## config.mk

```make
export PLATFORM = sky130hd
export DESIGN_NAME = lc3_mem_interface
export DESIGN_NICKNAME = d
export VERILOG_FILES = /design/src/rtl/lc3_pkg.sv /design/src/rtl/mem_timeout_ctr.sv /design/src/rtl/lc3_mem_interface.sv
export SDC_FILE = /design/constraint.sdc
export NUM_CORES = 1
export LEC_CHECK = 0
export ABC_AREA = 1
export BUFFER_PORTS_ARGS = -buffer_cell sky130_fd_sc_hd__clkbuf_2
export CAP_MARGIN = 20
export CELL_PAD_IN_SITES_DETAIL_PLACEMENT = 2
export CELL_PAD_IN_SITES_GLOBAL_PLACEMENT = 2
export CORE_MARGIN = 8
export CORE_UTILIZATION = 24
export CTS_CLUSTER_SIZE = 14
export DETAILED_ROUTE_END_ITERATION = 10
export GPL_TIMING_DRIVEN = 0
export PLACE_DENSITY_LB_ADDON = 0.1
export SLEW_MARGIN = 30
export SYNTH_ARGS = -nofsm -noshare
export SYNTH_HDL_FRONTEND = slang
export SYNTH_SLANG_ARGS = --single-unit
```

## constraint.sdc

```tcl
create_clock -name clk -period 1.85 [get_ports clk]
set_clock_uncertainty 0.2 [all_clocks]
set_input_delay 0.37 -clock clk [delete_from_list [all_inputs] [get_ports clk]]
set_output_delay 0.37 -clock clk [all_outputs]
set_load 0.05 [all_outputs]
```

## src/rtl/lc3_pkg.sv

```systemverilog
`default_nettype none
// +----------------------------------------------------------------------+
// | lc3_pkg : shared types and constants for the LC-3 MAR/MDR interface  |
// | rev 1.0                                                              |
// +----------------------------------------------------------------------+
package lc3_pkg;

  localparam int DATA_W = 16;

  localparam logic RW_READ  = 1'b0;
  localparam logic RW_WRITE = 1'b1;

  typedef enum logic [1:0] {
    IDLE = 2'd0,
    REQ  = 2'd1,
    DONE = 2'd2
  } state_t;

endpackage
`default_nettype wire

```

## src/rtl/mem_timeout_ctr.sv

```systemverilog
`default_nettype none
// +----------------------------------------------------------------------+
// | mem_timeout_ctr : 8-bit wait counter, expires at TIMEOUT-1           |
// | rev 1.0                                                              |
// +----------------------------------------------------------------------+
module mem_timeout_ctr #(
  parameter int TIMEOUT = 64
) (
  input  logic clk,
  input  logic rst,
  input  logic clear,
  input  logic enable,
  output logic expire
);

  logic [7:0] count;

  always_ff @(posedge clk) begin
    if (rst || clear) begin
      count <= 8'd0;
    end else if (enable) begin
      count <= count + 8'd1;
    end
  end

  // Expiry is seen during the TIMEOUT-th waiting cycle, so REQ lasts TIMEOUT cycles.
  assign expire = (count == 8'(TIMEOUT - 1));

endmodule
`default_nettype wire

```

## src/rtl/lc3_mem_interface.sv

```systemverilog
`default_nettype none
// +----------------------------------------------------------------------+
// | lc3_mem_interface : LC-3 MAR/MDR stage with memory handshake FSM     |
// | rev 1.0                                                              |
// +----------------------------------------------------------------------+
module lc3_mem_interface
  import lc3_pkg::*;
#(
  parameter int DATA_W  = lc3_pkg::DATA_W,
  parameter int TIMEOUT = 64
) (
  input  logic              clk,
  input  logic              rst,
  input  logic [DATA_W-1:0] busIn,
  input  logic              ldMAR,
  input  logic              ldMDR,
  input  logic              mioEn,
  input  logic              rw,
  input  logic              gateMDR,
  output logic [DATA_W-1:0] mdrOut,
  output logic              mdrGateEn,
  output logic              ready,
  output logic              memReq,
  output logic              memWe,
  output logic [DATA_W-1:0] memAddr,
  output logic [DATA_W-1:0] memWData,
  input  logic [DATA_W-1:0] memRData,
  input  logic              memAck,
  output logic              memErr
);

  state_t            state;
  state_t            state_nx;
  logic [DATA_W-1:0] mar;
  logic [DATA_W-1:0] mdr;
  logic              wr_latched;
  logic              mem_err;
  logic              expire;
  logic              access_start;

  assign access_start = (state == IDLE) && mioEn;

  mem_timeout_ctr #(
    .TIMEOUT (TIMEOUT)
  ) u_timeout (
    .clk    (clk),
    .rst    (rst),
    .clear  (access_start),
    .enable ((state == REQ) && !memAck),
    .expire (expire)
  );

  always_ff @(posedge clk) begin
    if (rst) begin
      state <= IDLE;
    end else begin
      state <= state_nx;
    end
  end

  always_comb begin
    state_nx = state;
    memReq   = 1'b0;
    memWe    = 1'b0;
    ready    = 1'b0;
    unique case (state)
      IDLE: begin
        if (mioEn) state_nx = REQ;
      end
      REQ: begin
        memReq = 1'b1;
        memWe  = (wr_latched == RW_WRITE);
        if (memAck || expire) state_nx = DONE;
      end
      DONE: begin
        ready    = 1'b1;
        state_nx = IDLE;
      end
      default: state_nx = IDLE;
    endcase
  end

  // MAR/MDR only accept bus loads while idle; during an access they are frozen.
  always_ff @(posedge clk) begin
    if (rst) begin
      mar        <= '0;
      mdr        <= '0;
      wr_latched <= RW_READ;
      mem_err    <= 1'b0;
    end else begin
      if (state == IDLE) begin
        if (ldMAR) mar <= busIn;
        if (ldMDR && !mioEn) mdr <= busIn;
        if (mioEn) wr_latched <= rw;
      end
      if (state == REQ) begin
        if (memAck) begin
          if ((wr_latched == RW_READ) && ldMDR) mdr <= memRData;
        end else if (expire) begin
          mem_err <= 1'b1;
        end
      end
    end
  end

  assign mdrOut    = mdr;
  assign memWData  = mdr;
  assign memAddr   = mar;
  assign memErr    = mem_err;
  assign mdrGateEn = gateMDR;

endmodule
`default_nettype wire

```

After elaboration in Yosys (flattened, before gate mapping). Index checks and enable logic that the tools add are counted. W data, S select, Z words.

Bits in registers: 44. Bits of input ports: 40. Output and inout port bits: 53. Word-level logic and storage cells: 38.

Multiplexer cells: 11. Bitwise operators: 2. Reduce and logical (&&, ||, !) cells: 13. Equal/unequal tests: 5. $add $sub $neg: 1.

Operators with widths (count): $mux W16 (5); $add A8 B1 Y8 const B (1); $eq A8 B6 Y1 const B (1); $reduce_and A2 Y1 (3); $logic_and A1 B1 Y1 (4); $mux W2 (2); $ne A2 B2 Y1 const B (2); $pmux W2 S2 (1); $mux W1 (3); $reduce_and A3 Y1 (1); $eq A2 B1 Y1 const B (1); $eq A2 B2 Y1 const B (1); $logic_not A1 Y1 (2); $logic_not A2 Y1 (1); $logic_or A1 B1 Y1 (2); $not A1 Y1 (2).

Logic depth before layout (Yosys ltp). Gate-level depths: netlist (run 1).

Depth after elaboration: 7. Gate-level depth with buffers: 8.

Hierarchy. A second synthesis (run 1) with hierarchy kept.

Cells, all modules: 342. Area, all modules: 2311.0 um^2.

By module, submodules not included: lc3_mem_interface (cells an instance 288, area each 1928.1 um^2, instances 1, sequential area each 720.7 um^2); mem_timeout_ctr (cells an instance 54, area each 382.9 um^2, instances 1, sequential area each 160.2 um^2).

Worst setup path after synthesis (run 1). No wires, ideal clock.

Path kind: flip-flop to output port. Start: register state[0]. End: output port memWe. Cell stages (with the launch flop): 3. Data arrival time: 1176 ps. Required time: 1280 ps. Path slack: 104 ps. Cells stage by stage: dfxtp_1 -> nand2_1 -> nor2_1.

Word-level cells in the longest chain between the ends: 2.

RTL lines: from (decl) (line lc3_mem_interface.sv:32) `state_t state;`; from (signal assigned) (line lc3_mem_interface.sv:57) `state <= state_nx;`; $eq A2 B1 Y1 (line lc3_mem_interface.sv:66) `unique case (state)`; $mux W1 (line lc3_mem_interface.sv:66); to (decl) (line lc3_mem_interface.sv:24) `output logic memWe,`.

Every way passes these cells.

Worst setup path after layout (run 1).
Start: register state[1]. End: output port memWe.

Same word-level chain as after synthesis.

==> results of run 1 <==
## cells by family after synthesis
kind of cell    synth area share, %
fa+ha+maj                     0.591
simple gates                   20.6
compound gates                 18.2
flops                          41.6
buf+inv                        18.9
## stage by stage
step | util [%] | power, mW
3_3_place_gp | 31.3 | 1.77
4_1_cts | 33.3 | 2.84
5_1_grt | 33.3 | 2.93
3_5_place_dp | 31.3 | 1.79
6_report | 33.3 | 2.79
2_1_floorplan | - | 1.58
## final cells by class
cell class | instances | area, µm²
clock inverters | 3 | 90.1
fillers | 1090 | 5760
clock buffers | 5 | 68.8
multi-input cells | 178 | 835
inverters | 52 | 195
flip-flops and latches | 44 | 883
well taps | 108 | 135
repair buffers | 91 | 463
plain buffers | 28 | 205
## report_power, final
part           switching [mW]  internal (mW)  total (mW)
clock                   0.359          0.676        1.03
combinational           0.513          0.187       0.701
sequential             0.0425           1.01        1.05
total                   0.915           1.87        2.79
## worst register-to-register path, stage by stage (launching register included)
cell,delay (ns)
dfxtp_2,0.36
nor2_4,0.16
nand2_4,0.10
inv_1,0.25
buf_6,0.21
nor2_1,0.05
nor2_1,0.10
nor2_1,0.04
## worst paths after layout
| check | startpoint | endpoint | slack, ns | cells after the start |
|---|---|---|---|---|
| setup reg to reg | state[0]$_SDFFE_PP0P_ | mdrOut[13]$_SDFF_PP0_ | 0.28 | 7 |
| hold reg to reg | memErr$_SDFFE_PP0P_ | memErr$_SDFFE_PP0P_ | 0.26 | 2 |
| hold / removal | rst | state[1]$_SDFFE_PP0P_ | 0.07 | 2 |
| setup / recovery | state[1]$_SDFFE_PP0P_ | memWe | 0.09 | 4 |
## flip-flops by register name (all words and copies together), names as in the netlist
| signal | flops |
|---|---|
| u_timeout.count | 8 |
| mdrOut | 16 |
| wr_latched | 1 |
| memAddr | 16 |
| state | 2 |
| memErr | 1 |
## layer usage
layer  global-route usage, %  up-vias  share of wire (%)
met5                       0        -                  0
met4                    2.89        0               0.87
met3                    3.05        7                6.8
met2                    22.5       54                 50
met1                    15.1     1048                 42
li1                        -     1121                  -
## placed cells by master (no fill, tap or decap)
cell type | netlist | final
clkbuf_2 | 0 | 88
nor2_1 | 60 | 60
inv_1 | 50 | 50
o21ai_0 | 44 | 44
dfxtp_1 | 44 | 42
a21oi_1 | 26 | 26
nand2_1 | 24 | 24
buf_4 | 18 | 18
nand3_1 | 7 | 7
o21ai_1 | 7 | 7
clkbuf_8 | 0 | 5
clkbuf_1 | 4 | 4
buf_6 | 4 | 4
nor2_4 | 3 | 3
bufinv_16 | 0 | 3
clkbuf_4 | 0 | 3
inv_2 | 2 | 2
buf_2 | 2 | 2
nand4_1 | 2 | 2
dfxtp_2 | 0 | 2
nor2_2 | 1 | 1
nor3_1 | 1 | 1
nand3_4 | 1 | 1
nand2_4 | 1 | 1
ha_1 | 1 | 1
==> summary.txt, run 1 <==
OUTCOME
--------------------------------------------------------------------------------------
Status                                                                       completed

CRITICAL PATH
--------------------------------------------------------------------------------------
Crit. End Element                                                           output pin
List of cells traversed by the critical path                              inv_1 -> nand2_1 -> nor2_1 -> clkbuf_4
Maximum fanout along the worst path                                                  3
Data required time at the worst endpoint                                       1.28 ns
Crit path DAT                                                                  1.19 ns
Crit path buffers/inverters                                                          2
Type of element launching the critical path                                   register
Slowest cell on the critical path                                              dfxtp_2
Critical Setup Path Class                                                 register to output pin
Slowest cell delay on critical path                                            0.36 ns
Family with the most delay on the worst path                                flip-flops

CELLS AND AREA
--------------------------------------------------------------------------------------
Post-Layout Cell Count                                                             509
Diodes inserted                                                                      0
Count of nets after finishing                                                      441
Final standard cell area without fillers                                   0.00288 mm²
Layout-stage area growth over the synthesis result                               35.9%
Ratio of cells with drive above 1 in the final layout                            33.2%

SYNTHESIS
--------------------------------------------------------------------------------------
Cell types occupying the most area after synthesis                        dfxtp_1 42%, nor2_1 11%, o21ai_0 10%, inv_1 8.9%, buf_4 6.4%
Synth Register Bits                                                                 44
Flip-flop cell with the highest count after synthesis                          dfxtp_1
Cell count after synthesis                                                         302
Most frequent cell after synthesis                                              nor2_1
EDFF count, synth                                                                    0
Ys Warns                                                                             0
Unique cell type count in the Yosys netlist                                         20
Sequential element share of the synthesized area                                 41.6%
Post-Syn Nets                                                                      343
Leading area contributor after synthesis                                       dfxtp_1
Avg Cell Area, Syn                                                            7.01 µm²
Top post-synthesis cells by count                                         60 x nor2_1, 50 x inv_1, 44 x dfxtp_1, 44 x o21ai_0, 26 x a21oi_1
Combined area of all synthesized cells                                     0.00212 mm²
Area share of the largest cell type after synthesis                              41.6%
Post-synthesis async set-or-reset flop share                                        0%

PLACED DESIGN
--------------------------------------------------------------------------------------
Global placement routability congestion                                          0.737
Placed cell area                                                           0.00271 mm²
Buffers on Ports                                                                    91
Number of cells in the design after placement                                      501
Detailed Place HPWL                                                            6.03 mm
Worst slack after detailed placement                                         0.0931 ns

TIMING
--------------------------------------------------------------------------------------
Min cycle time layout                                                          1.76 ns
Max_slew headroom                                                                67.5%
Worst Setup Slack, final                                                     0.0871 ns
Max-slew violation count                                                             0
Final-layout worst hold slack                                                0.0706 ns
Transition time at the pin with the least slew margin                         0.488 ns
Fmax achieved                                                                  567 MHz
Setup repair after global routing missed its margin                                 no
Number of setup violations in the final report                                       0
Setup TNS                                                                         0 ns
Final hold vios                                                                      0
Ratio of final minimum period to clock period                                    95.3%

GRT
--------------------------------------------------------------------------------------
Number of global-route vias before repair                                         2355
Aggregate global-route resource usage                                            12.7%
Total congestion overflow after global routing                                       0
Largest net degree at the start of global routing                                   15
Global-route wire length before repair                                         12.0 mm
Number of antenna violations at the first check in global routing                    0

CLOCK TREE
--------------------------------------------------------------------------------------
CTS root buf                                                                  clkbuf_8
Number of buffers inserted to repair setup after CTS                                 0
Number of clock sinks seen by CTS                                                   44
Clock slew at the register clock pins of the worst setup and hold paths        0.09 ns
CTS tree                                                                           yes
Clock latency reported for the late side of the worst-skew pair                0.31 ns
Inserted Clock Buffers                                                               5
CTS H-tree lvls                                                                      2
Count of instances resized after the clock tree is built                             3
Buffer depth of the longest clock path                                               2
Number of hold-repair buffers added at the cts stage                                 0

ROUTE
--------------------------------------------------------------------------------------
Routed Antenna Nets                                                                  0
Number of DRC violations after detailed-routing iteration 0                         30
Final routed wire length divided by cell count                                 14.8 µm
DRC violations left                                                                  0
Total Wirelength                                                               7.55 mm
Via count                                                                         2230
Detailed-router iteration count before antenna repair                                4
Via-to-Cell Ratio                                                                 4.38

HOLD PATH
--------------------------------------------------------------------------------------
Hold WC Path Type                                                         input pin to register

FLOORPLANNING
--------------------------------------------------------------------------------------
Chip Width                                                                      110 µm
Initial cell density of the core                                                 24.5%
Number of rows in the core area                                                     34
I/O pin total                                                                       93
Die Footprint                                                               0.0121 mm²
Std-Cell Core Area                                                         0.00864 mm²
Y dimension of the die                                                          110 µm

POWER
--------------------------------------------------------------------------------------
Highest ir drop seen on vdd                                                   0.298 mV
Cell area power density                                                     970 mW/mm²
Leakage power summed over all cells                                            1.43 nW

FLOW RUN
--------------------------------------------------------------------------------------
Max_cap viols                                                                        0

Note: power is estimated with default switching activity, not from simulation.
==> run 2: changes to the inputs <==
==> constraint.sdc (replaced) <==
create_clock -name clk -period 1.85 [get_ports clk]
set_clock_uncertainty 0.2 [all_clocks]
set_input_delay 0 -clock clk [delete_from_list [all_inputs] [get_ports clk]]
set_output_delay 0 -clock clk [all_outputs]
set_load 0.05 [all_outputs]
==> run 2 against run 1 <==
Against the previous run: final area rose by 13%; first-iteration DRC count is 37% higher; sequential power about the same; flip-flop and latch count is the same; routed wire length increased by 7.1%; register-to-register slack worse by 0.09 ns; clock power about the same; count of clock-buffer cells in the layout unchanged; final cell count grew 7.3%; hold slack lost 0.023 ns; critical path depth is 2 higher; largest power group unchanged.
==> summary.txt, run 2 (synthesized netlist as in run 1, its figures left out) <==
FLOORPLANNING
--------------------------------------------------------------------------------------
I/O pin total                                                                       93
Chip Width                                                                      110 µm
Number of rows in the core area                                                     34
Y dimension of the die                                                          110 µm
Std-Cell Core Area                                                         0.00864 mm²
Die Footprint                                                               0.0121 mm²
Initial cell density of the core                                                 24.5%

ROUTE
--------------------------------------------------------------------------------------
Via-to-Cell Ratio                                                                 4.33
Final routed wire length divided by cell count                                 14.8 µm
Routed Antenna Nets                                                                  0
Total Wirelength                                                               8.08 mm
Detailed-router iteration count before antenna repair                                3
Number of DRC violations after detailed-routing iteration 0                         41
DRC violations left                                                                  0
Via count                                                                         2366

CELLS AND AREA
--------------------------------------------------------------------------------------
Layout-stage area growth over the synthesis result                               52.9%
Most frequent cells in the layout                                         91 x clkbuf_2, 60 x nor2_1, 50 x inv_1
Count of nets after finishing                                                      478
Fill cell total of the finished layout                                            1067
Diodes inserted                                                                      0
Ratio of cells with drive above 1 in the final layout                            29.9%
Most common cell after layout, fill and taps aside                            clkbuf_2

TIMING
--------------------------------------------------------------------------------------
Fmax achieved                                                                  604 MHz
Min cycle time layout                                                          1.66 ns
Max-slew violation count                                                             0
Transition time at the pin with the least slew margin                         0.485 ns
Setup TNS                                                                         0 ns
Ratio of final minimum period to clock period                                    89.5%
Setup repair after global routing missed its margin                                 no
Final hold vios                                                                      0
Max_slew headroom                                                                67.7%
Number of setup violations in the final report                                       0
Worst Setup Slack, final                                                      0.194 ns

PLACED DESIGN
--------------------------------------------------------------------------------------
Global placement routability congestion                                          0.737
Worst slack after detailed placement                                          0.172 ns
Detailed Place HPWL                                                            6.03 mm
Buffers on Ports                                                                    91

POWER
--------------------------------------------------------------------------------------
Cell area power density                                                     882 mW/mm²
Sequential fraction of design power                                              36.9%
Highest ir drop seen on vdd                                                   0.298 mV
Final Total Pwr                                                                2.85 mW
Internal power component                                                       1.92 mW
Fraction of power spent switching nets                                           32.7%
Clock Power Share                                                                36.2%
Combinational share of power                                                     26.8%
Reported net switching power                                                    933 µW
Leakage power summed over all cells                                            1.58 nW

CLOCK TREE
--------------------------------------------------------------------------------------
Clock latency reported for the late side of the worst-skew pair                0.31 ns
Clock slew at the register clock pins of the worst setup and hold paths        0.09 ns
Inserted Clock Buffers                                                               5
CTS tree                                                                           yes
CTS H-tree lvls                                                                      2
Number of clock sinks seen by CTS                                                   44
CTS root buf                                                                  clkbuf_8
Buffer depth of the longest clock path                                               2

FLOW RUN
--------------------------------------------------------------------------------------
Max_cap viols                                                                        0

CRITICAL PATH
--------------------------------------------------------------------------------------
Critical Setup Path Class                                                 register to register
Startpoint of the worst setup timing path                                 state[0]$_SDFFE_PP0P_
Type of element launching the critical path                                   register
Crit. End Element                                                             register
Data required time at the worst endpoint                                       1.86 ns
Maximum fanout along the worst path                                                 10
Crit path DAT                                                                  1.66 ns
Startpoint of the most critical register-to-register path                 state[0]$_SDFFE_PP0P_

GRT
--------------------------------------------------------------------------------------
Global-route wire length before repair                                         12.8 mm
Largest net degree at the start of global routing                                   15
Number of global-route vias before repair                                         2558
Aggregate global-route resource usage                                            13.5%
Number of antenna violations at the first check in global routing                    0
Total congestion overflow after global routing                                       0

HOLD PATH
--------------------------------------------------------------------------------------
Hold WC Path Type                                                         input pin to register
Min-Delay Startpoint                                                             ldMDR

OUTCOME
--------------------------------------------------------------------------------------
Status                                                                       completed

-- run 2: timing repair --
action | 4_1_cts | 5_1_grt
buffers inserted | 0 | 0
gates resized for setup | 0 | 0
hold buffers | 37 | 0
hold endpoints to repair | 41 | 0
-- run 2: worst max-delay path: stages (launching register included) --
cell      delay [ns]
dfxtp_1         0.45
nor2_4          0.08
nand2_4         0.11
clkbuf_1        0.39
o21ai_0         0.16
nor2_1          0.11
nor2_1          0.05
-- run 2: power by group through the flow --
stage / registers, mW / clock network, mW / logic (mW)
floorplan: 1.27 / 0 / 0.314
global placement: 1.07 / 0 / 0.701
detailed placement: 1.08 / 0 / 0.713
CTS: 1.05 / 1.07 / 0.777
global route: 1.06 / 1.10 / 0.822
finish: 1.05 / 1.03 / 0.766
-- run 2: per-stage QoR --
| step | utilization (%) | hold WS (ns) | area, µm² | std cells |
|---|---|---|---|---|
| 3_5_place_dp | 31.3 | 0.0294 | 2710 | 501 |
| 4_1_cts | 37.5 | 0.0406 | 3240 | 546 |
| 6_report | 37.5 | 0.0481 | 3240 | 546 |
| 2_1_floorplan | - | -0.131 | 2120 | 302 |
| 3_3_place_gp | 31.3 | 0.0143 | 2710 | 501 |
| 5_1_grt | 37.5 | 0.109 | 3240 | 546 |
-- run 2: final timing paths --
| path | cells after the start | endpoint | slack [ns] |
|---|---|---|---|
| worst max-delay path | 6 | mdrOut[6]$_SDFF_PP0_ | 0.19 |
| worst min register to register | 2 | memErr$_SDFFE_PP0P_ | 0.26 |
| worst min-delay path | 7 | mdrOut[2]$_SDFF_PP0_ | 0.05 |
| worst max register to register | 6 | mdrOut[6]$_SDFF_PP0_ | 0.19 |
-- run 2: final cells by class --
class	count	area [µm²]	share of cell area (%)
buffer	28	205	6.34
clock buffer	5	68.8	2.13
clock inverter	3	90.1	2.78
inverter	52	195	6.03
multi-input combinational	178	835	25.8
sequential	44	881	27.2
tap	108	135	4.18
timing repair buffer	128	826	25.5
-- run 2: layer usage --
layer | vias up | part of all wire (%) | track usage, %
met4 | 0 | 0.82 | 2.89
met5 | - | 0 | 0
met1 | 1109 | 41 | 15.3
met3 | 7 | 6.3 | 3.40
li1 | 1198 | - | -
met2 | 52 | 51 | 24.8
